`src/rtl/oled_i2c_pkg.sv`:
```
// rtl/oled_i2c_pkg.sv - shared definitions for the OLED I2C arbiter, sequencers and i2c_master
//
// Purpose: arbiter state encoding, OLED bus constants and the i2c_master
//          byte-interface command record shared by every block that talks
//          to the byte engine.
// Ports:   none (package)
package oled_i2c_pkg;

   typedef enum logic [2:0] {
      ST_IDLE  = 3'd0,
      ST_ADDR  = 3'd1,
      ST_CTRL  = 3'd2,
      ST_DATA  = 3'd3,
      ST_FIN   = 3'd4,
      ST_DRAIN = 3'd5
   } arb_state_t;

   localparam logic [6:0] OLED_ADDR      = 7'h3C;
   localparam logic [7:0] OLED_CTRL_CMD  = 8'h00;
   localparam logic [7:0] OLED_CTRL_DATA = 8'h40;
   localparam int         OLED_WDOG_CYC  = 20000;

   // One byte request towards i2c_master: held stable until ack/nack.
   typedef struct packed {
      logic       req;
      logic [7:0] data;
      logic       first;
      logic       last;
   } mst_cmd_t;

   localparam mst_cmd_t MST_IDLE = '{req: 1'b0, data: 8'h00, first: 1'b0, last: 1'b0};

   // I2C address byte: 7-bit address followed by the R/W bit.
   function automatic logic [7:0] addr_byte(input logic [6:0] addr, input logic rd);
      return {addr, rd};
   endfunction

endpackage

```
`src/rtl/oled_i2c_wdog.sv`:
```
// rtl/oled_i2c_wdog.sv - loadable down-counter watchdog for the I2C byte handshake
//
// Purpose: counts cycles a byte request waits for ack/nack; expire is high
//          on the WDOG_CYC-th enabled cycle after the last clear.
// Ports:
//   clk     in  system clock
//   reset   in  asynchronous, active-high reset
//   clear   in  reload the counter (new byte / state change)
//   enable  in  a byte is waiting this cycle
//   expire  out waiting budget exhausted this cycle
module oled_i2c_wdog #(
   parameter int WDOG_CYC = 20000
) (
   input  logic clk,
   input  logic reset,
   input  logic clear,
   input  logic enable,
   output logic expire
);

   localparam int            CW   = $clog2(WDOG_CYC + 1);
   localparam logic [CW-1:0] LOAD = CW'(WDOG_CYC - 1);

   logic [CW-1:0] count;

   // The first waiting cycle sees LOAD, so count reaches zero on the
   // WDOG_CYC-th waiting cycle. Every entry into a requesting state goes
   // through a clear, so the reset value of zero never fires spuriously.
   always_ff @(posedge clk or posedge reset) begin
      if (reset) begin
         count <= '0;
      end else if (clear) begin
         count <= LOAD;
      end else if (enable && (count != '0)) begin
         count <= count - CW'(1);
      end
   end

   assign expire = enable && (count == '0);

endmodule

```
`src/rtl/oled_i2c_arbiter.sv`:
```
// rtl/oled_i2c_arbiter.sv - two-port packet arbiter in front of the shared i2c_master byte engine
//
// Purpose: grants the byte engine to port 0 (init/command sequencer) or
//          port 1 (frame streamer) and wraps each packet as START, address
//          byte, control byte, payload, STOP. Reports done/err per port.
// Config:  OLED_ARB_RR_EN defined -> round-robin on ties; undefined ->
//          fixed priority, port 0 wins ties.
// Ports:
//   clk, reset              clock, asynchronous active-high reset
//   rqN_tvalid/tdata/tlast  payload stream from requester N
//   rqN_tready              payload byte consumed this cycle
//   rqN_done / rqN_err      1-cycle packet completion / failure pulses
//   mst_req/data/first/last byte request to i2c_master
//   mst_abort               1-cycle pulse: master drops byte, issues STOP
//   mst_ack / mst_nack      byte outcome pulses from i2c_master
//   busy / owner            arbiter active / granted port
module oled_i2c_arbiter
   import oled_i2c_pkg::*;
#(
   parameter logic [6:0] SLAVE_ADDR = OLED_ADDR,
   parameter logic [7:0] CTRL_CMD   = OLED_CTRL_CMD,
   parameter logic [7:0] CTRL_DATA  = OLED_CTRL_DATA,
   parameter int         WDOG_CYC   = OLED_WDOG_CYC
) (
   input  logic       clk,
   input  logic       reset,
   input  logic       rq0_tvalid,
   input  logic [7:0] rq0_tdata,
   input  logic       rq0_tlast,
   output logic       rq0_tready,
   output logic       rq0_done,
   output logic       rq0_err,
   input  logic       rq1_tvalid,
   input  logic [7:0] rq1_tdata,
   input  logic       rq1_tlast,
   output logic       rq1_tready,
   output logic       rq1_done,
   output logic       rq1_err,
   output logic       mst_req,
   output logic [7:0] mst_data,
   output logic       mst_first,
   output logic       mst_last,
   output logic       mst_abort,
   input  logic       mst_ack,
   input  logic       mst_nack,
   output logic       busy,
   output logic       owner
);

   arb_state_t state, state_next;
   logic       owner_q, owner_next, grant;
   logic       sel_tvalid, sel_tlast;
   logic [7:0] sel_tdata;
   mst_cmd_t   cmd;
   logic       req_now, rdy, done_p, err_p;
   logic       wd_clear, wd_expire, timeout;

`ifdef OLED_ARB_RR_EN
   logic       last_served;
`endif

   // Granted port's stream, muxed once for the whole FSM.
   assign sel_tvalid = owner_q ? rq1_tvalid : rq0_tvalid;
   assign sel_tdata  = owner_q ? rq1_tdata  : rq0_tdata;
   assign sel_tlast  = owner_q ? rq1_tlast  : rq0_tlast;

   // Request level is computed outside the FSM block so the watchdog
   // enable does not depend on the block that consumes its expire.
   assign req_now = (state == ST_ADDR) || (state == ST_CTRL) ||
                    ((state == ST_DATA) && sel_tvalid);

   // ack/nack arriving on the expiry cycle wins over the timeout.
   assign timeout  = wd_expire && !mst_ack && !mst_nack;
   assign wd_clear = (state_next != state) || mst_ack || mst_nack;

   oled_i2c_wdog #(.WDOG_CYC(WDOG_CYC)) u_wdog (
      .clk    (clk),
      .reset  (reset),
      .clear  (wd_clear),
      .enable (req_now),
      .expire (wd_expire)
   );

   always_comb begin
      grant = 1'b0;
`ifdef OLED_ARB_RR_EN
      if (rq0_tvalid && rq1_tvalid) begin
         grant = ~last_served;
      end else begin
         grant = rq1_tvalid;
      end
`else
      grant = ~rq0_tvalid;
`endif
   end

   always_ff @(posedge clk or posedge reset) begin
      if (reset) begin
         state   <= ST_IDLE;
         owner_q <= 1'b0;
      end else begin
         state   <= state_next;
         owner_q <= owner_next;
      end
   end

`ifdef OLED_ARB_RR_EN
   always_ff @(posedge clk or posedge reset) begin
      if (reset) begin
         last_served <= 1'b0;
      end else if (done_p || err_p) begin
         last_served <= owner_q;
      end
   end
`endif

   always_comb begin
      state_next = state;
      owner_next = owner_q;
      cmd        = MST_IDLE;
      rdy        = 1'b0;
      done_p     = 1'b0;
      err_p      = 1'b0;
      case (state)
         ST_IDLE: begin
            if (rq0_tvalid || rq1_tvalid) begin
               owner_next = grant;
               state_next = ST_ADDR;
            end
         end
         ST_ADDR: begin
            cmd.req   = 1'b1;
            cmd.data  = addr_byte(SLAVE_ADDR, 1'b0);
            cmd.first = 1'b1;
            if (mst_ack) begin
               state_next = ST_CTRL;
            end else if (mst_nack || timeout) begin
               state_next = ST_DRAIN;
            end
         end
         ST_CTRL: begin
            cmd.req  = 1'b1;
            cmd.data = owner_q ? CTRL_DATA : CTRL_CMD;
            if (mst_ack) begin
               state_next = ST_DATA;
            end else if (mst_nack || timeout) begin
               state_next = ST_DRAIN;
            end
         end
         ST_DATA: begin
            // A stalled requester drops mst_req; the master keeps SCL low.
            cmd.req  = sel_tvalid;
            cmd.data = sel_tdata;
            cmd.last = sel_tlast;
            if (mst_ack) begin
               rdy = 1'b1;
               if (sel_tlast) begin
                  state_next = ST_FIN;
               end
            end else if (mst_nack || timeout) begin
               // The refused byte stays with the requester and is drained.
               state_next = ST_DRAIN;
            end
         end
         ST_FIN: begin
            done_p     = 1'b1;
            state_next = ST_IDLE;
         end
         ST_DRAIN: begin
            rdy = 1'b1;
            if (sel_tvalid && sel_tlast) begin
               err_p      = 1'b1;
               state_next = ST_IDLE;
            end
         end
         default: begin
            state_next = ST_IDLE;
         end
      endcase
   end

   assign mst_req    = cmd.req;
   assign mst_data   = cmd.data;
   assign mst_first  = cmd.first;
   assign mst_last   = cmd.last;
   assign mst_abort  = timeout;

   assign rq0_tready = rdy    && !owner_q;
   assign rq1_tready = rdy    &&  owner_q;
   assign rq0_done   = done_p && !owner_q;
   assign rq1_done   = done_p &&  owner_q;
   assign rq0_err    = err_p  && !owner_q;
   assign rq1_err    = err_p  &&  owner_q;

   assign busy       = (state != ST_IDLE);
   assign owner      = owner_q;

endmodule

```
`config.mk`:
```
export PLATFORM = sky130hd
export DESIGN_NAME = oled_i2c_arbiter
export DESIGN_NICKNAME = d
export VERILOG_FILES = /design/src/rtl/oled_i2c_pkg.sv /design/src/rtl/oled_i2c_wdog.sv /design/src/rtl/oled_i2c_arbiter.sv
export SDC_FILE = /design/constraint.sdc
export NUM_CORES = 1
export LEC_CHECK = 0
export CORE_ASPECT_RATIO = 0.6
export CORE_MARGIN = 3
export CORE_UTILIZATION = 48
export CTS_CLUSTER_SIZE = 20
export DETAILED_ROUTE_END_ITERATION = 8
export GPL_ROUTABILITY_DRIVEN = 0
export PLACE_DENSITY = 0.83
export SKIP_LAST_GASP = 1
export SLEW_MARGIN = 20
export SYNTH_ARGS = -nofsm -noshare
export SYNTH_HDL_FRONTEND = slang
export SYNTH_SLANG_ARGS = --single-unit
```
`constraint.sdc`:
```
create_clock -name clk -period 2.4 [get_ports clk]
set_input_delay 0.6 -clock clk [delete_from_list [all_inputs] [get_ports clk]]
set_output_delay 0.6 -clock clk [all_outputs]
set_load 0.02 [all_outputs]
```
==> flow_summary.rst <==
.. list-table::
   :header-rows: 1

   * - Metric
     - Value
   * - Xor and xnor area share after synthesis
     - 0.06796
   * - Category of the critical setup timing path
     - in -> out
   * - Worst clock skew
     - 6.248 ps
   * - Violations in the final reports
     - negative setup slack
   * - Time the worst path needs with I/O delays and setup
     - 2439 ps
   * - Worst endpoint data arrival time
     - 1840 ps
   * - Fin crit share
     - 1.016
   * - Detail-routed via count per cell
     - 6.010
   * - Antenna Nets Post-Route
     - 0
   * - Total placed instance area
     - 2276 um^2
   * - Area of the mapped netlist
     - 1546 um^2
   * - Unrepaired setup endpoints after global routing
     - yes
   * - Post-synthesis share of cell area spent on full adders, half adders and majority gates
     - 0.01618
   * - Placement row count
     - 15
   * - Most frequent standard cell in the layout excluding fill and tap cells
     - sky130_fd_sc_hd__buf_4
   * - 1st-pass router iterations
     - 5
   * - Number of antenna repair diodes
     - 0
   * - Total Routed Length
     - 5526 um
   * - Number of flip-flops and latches in the synthesized netlist
     - 19
   * - Minimum hold slack
     - 574.6 ps
   * - Routed len/inst
     - 18.73 um
   * - Area growth from synthesis to layout
     - 50.73%
   * - Top cell type by total area after synthesis
     - sky130_fd_sc_hd__dfrtp_1
   * - H-tree levels
     - 1
   * - Clock sinks
     - 19
   * - Number of antenna violations at the first check in global routing
     - 0
   * - Buffers added on ports
     - 43
   * - Residual DRC count
     - 0
   * - Die extent in y
     - 49.97 um
   * - Top post-synthesis cells by area
     - sky130_fd_sc_hd__dfrtp_1 (31%), sky130_fd_sc_hd__mux2i_1 (6.5%), sky130_fd_sc_hd__xor2_1 (5.7%)
   * - Outcome
     - complete, but fails checks
   * - Non-Filler Cell Area, Final
     - 2331 um^2
   * - Total of warnings raised by yosys
     - 0
   * - Distinct cell type count after synthesis
     - 49
   * - Number of max-capacitance violations reported
     - 0
   * - Number of hold-slack violations in the final timing report
     - 0
   * - Largest net degree at the start of global routing
     - 20
   * - Worst-skew pair later-pin latency
     - 260 ps
   * - Core region area
     - 2965 um^2
   * - Static Leak
     - 0.001027 uW
   * - Top fanout value on the critical path
     - 2
   * - Relative slew slack
     - 0.4680
   * - Portion of netlist area occupied by mux cells
     - 0.07929
   * - PwrDens
     - 917.5 nW/um^2
   * - Die area
     - 3961 um^2
   * - Fraction of the mapped netlist area in compound gates
     - 0.1472
   * - CTS Root Cell
     - sky130_fd_sc_hd__clkbuf_8
   * - Fraction of the mapped netlist area in simple logic gates
     - 0.3301
   * - Master of the slowest instance on the critical path
     - sky130_fd_sc_hd__clkdlybuf4s50_1
   * - CTS hold repair buffers
     - 0
   * - Clock transition time at the flip-flop clock pins of the worst setup and hold paths
     - 70 ps
   * - TritonCTS clock tree
     - yes
   * - Nets@finish
     - 280
   * - Critical path endpoint category
     - output port
   * - Gate count of the mapped netlist
     - 176
   * - Die Span X
     - 79.28 um
   * - Worst hold path cell count
     - 2
   * - Final WS setup
     - -38.53 ps
   * - Top-level I/O count
     - 44
   * - Maximum achievable frequency
     - 410.1 MHz
   * - Required @ worst endpoint
     - 1800 ps
   * - Final setup violation count
     - 1
   * - Final max-slew violation count
     - 0
   * - Combinational family with the most area after synthesis
     - simple AND/OR/NAND/NOR gates
   * - GRT Residual Overflow
     - 0
   * - Maximum root-to-sink buffer count
     - 2
   * - Total global routing track utilization
     - 0.2931
   * - Type of origin of the critical path
     - input pin
   * - Average cell area after synthesis
     - 8.787 um^2
   * - Total clock buffers created by CTS
     - 3
   * - Synth Net Count
     - 202
   * - Crit path cell chain
     - clkdlybuf4s50_1, or2_2, nor4b_4, buf_4
   * - Most frequent cells in the layout
     - sky130_fd_sc_hd__buf_4 (40), sky130_fd_sc_hd__clkdlybuf4s50_1 (21), sky130_fd_sc_hd__nor2_1 (20)
   * - Tightest Pin Transition
     - 797.1 ps
   * - Worst hold-check path type
     - reg -> reg
   * - First-pass GRT wire length
     - 8928 um
   * - VDD IR-drop max
     - 0.0005537 V
   * - Share of post-route cells with drive strength above 1
     - 0.2569
   * - Sequential fraction of the synthesis area
     - 0.3074
   * - Worst stage delay on the critical path
     - 440 ps
   * - Vias in the first global route
     - 1767
   * - Estimated wirelength of the detail-placed design
     - 4163 um
   * - Post-synth top area share
     - 0.3074
   * - Initial core utilization
     - 0.5215
   * - Total vias in the final route
     - 1773
   * - Number of cells traversed by the worst register-to-register path
     - 7
   * - Initial drt markers
     - 244
cell families (layout without fill, tap and decap cells):
logic type | Yosys count | count (layout)
simple gates | 89 | 89
mux | 11 | 11
xor+xnor | 12 | 12
fa+ha+maj | 2 | 2
flops | 19 | 19
buf+inv | 17 | 94
compound gates | 26 | 26
power breakdown:
group / internal [uW] / switching, uW
logic: 641 / 839
clock network: 118 / 113
registers: 363 / 63.5
total: 1120 / 1020
timing repair:
item,CTS,global route
cloned,0,0
endpoints found under the setup margin,18,7
buffers inserted,2,0
pin swaps,1,1
gates resized for setup,37,13
synth_stat cells (all sizes together):
cell type,number
o41ai,1
and2,2
nand2b,5
nand3b,1
and4b,2
o211ai,1
mux2i,11
a2111o,1
o221a,1
buf,7
nand2,7
nor3,17
nand4b,2
a2111oi,2
a21oi,8
a211o,1
or2,1
nor4b,2
nand4,5
nor2,20
a211oi,1
nand3,15
dfrtp,19
nor4,3
and3,1
o31ai,1
xor2,10
ha,2
nor3b,2
xnor2,2
a21boi,1
a32oi,1
o21ai,4
or4,1
nor2b,3
clkbuf,3
inv,7
a31oi,1
o2111ai,1
a22oi,1
final cells by class:
class                      count  area [um^2]
fill                         192        634.4
clock buffer                   4        45.04
tap                           42        52.55
timing repair buffer          83        706.9
inverter                       7        26.28
multi-input combinational    140         1023
sequential                    19        476.7
metal layers:
layer	routed length, um	vias to the layer above	GRT usage
met1	2260	831	0.3868
met2	2584	114	0.4777
li1	-	797	-
met3	480	31	0.07117
met4	200	0	0.08286
met5	0	-	0
worst max-delay path, delay by kind of cell:
family,cells,cell delay (ps)
buffers and inverters,2,620
and+or+nand+nor,2,620
flip-flops by register name, summed over array words and instances (netlist names):
register / cells
owner: 1
state: 3
u_wdog.count: 15
path summary, 6_finish.rpt:
path | start | to | slack, ps
max | mst_nack | mst_abort | -40
min | u_wdog.count[11] | u_wdog.count[11] | 570
max reg2reg | owner | u_wdog.count[5] | 200
max in group asynchronous | reset | state[2] | 1050
min in group asynchronous | reset | owner | 790
min reg2reg | u_wdog.count[11] | u_wdog.count[11] | 570
through the flow:
stage | TNS [ps] | setup WS [ps] | util | power, uW | instances
floorplan | 0 | 110.7 | - | 1271 | 176
global route | -67.02 | -61.13 | 0.7861 | 2249 | 295
global placement | -4526 | -529.9 | 0.7675 | 1815 | 289
finish | -38.53 | -38.53 | 0.7861 | 2139 | 295
detailed placement | -5768 | -549.5 | 0.7675 | 1871 | 289
CTS | -137.8 | -137.8 | 0.7857 | 2100 | 295
No activity file was read; power rests on OpenSTA's default activity.
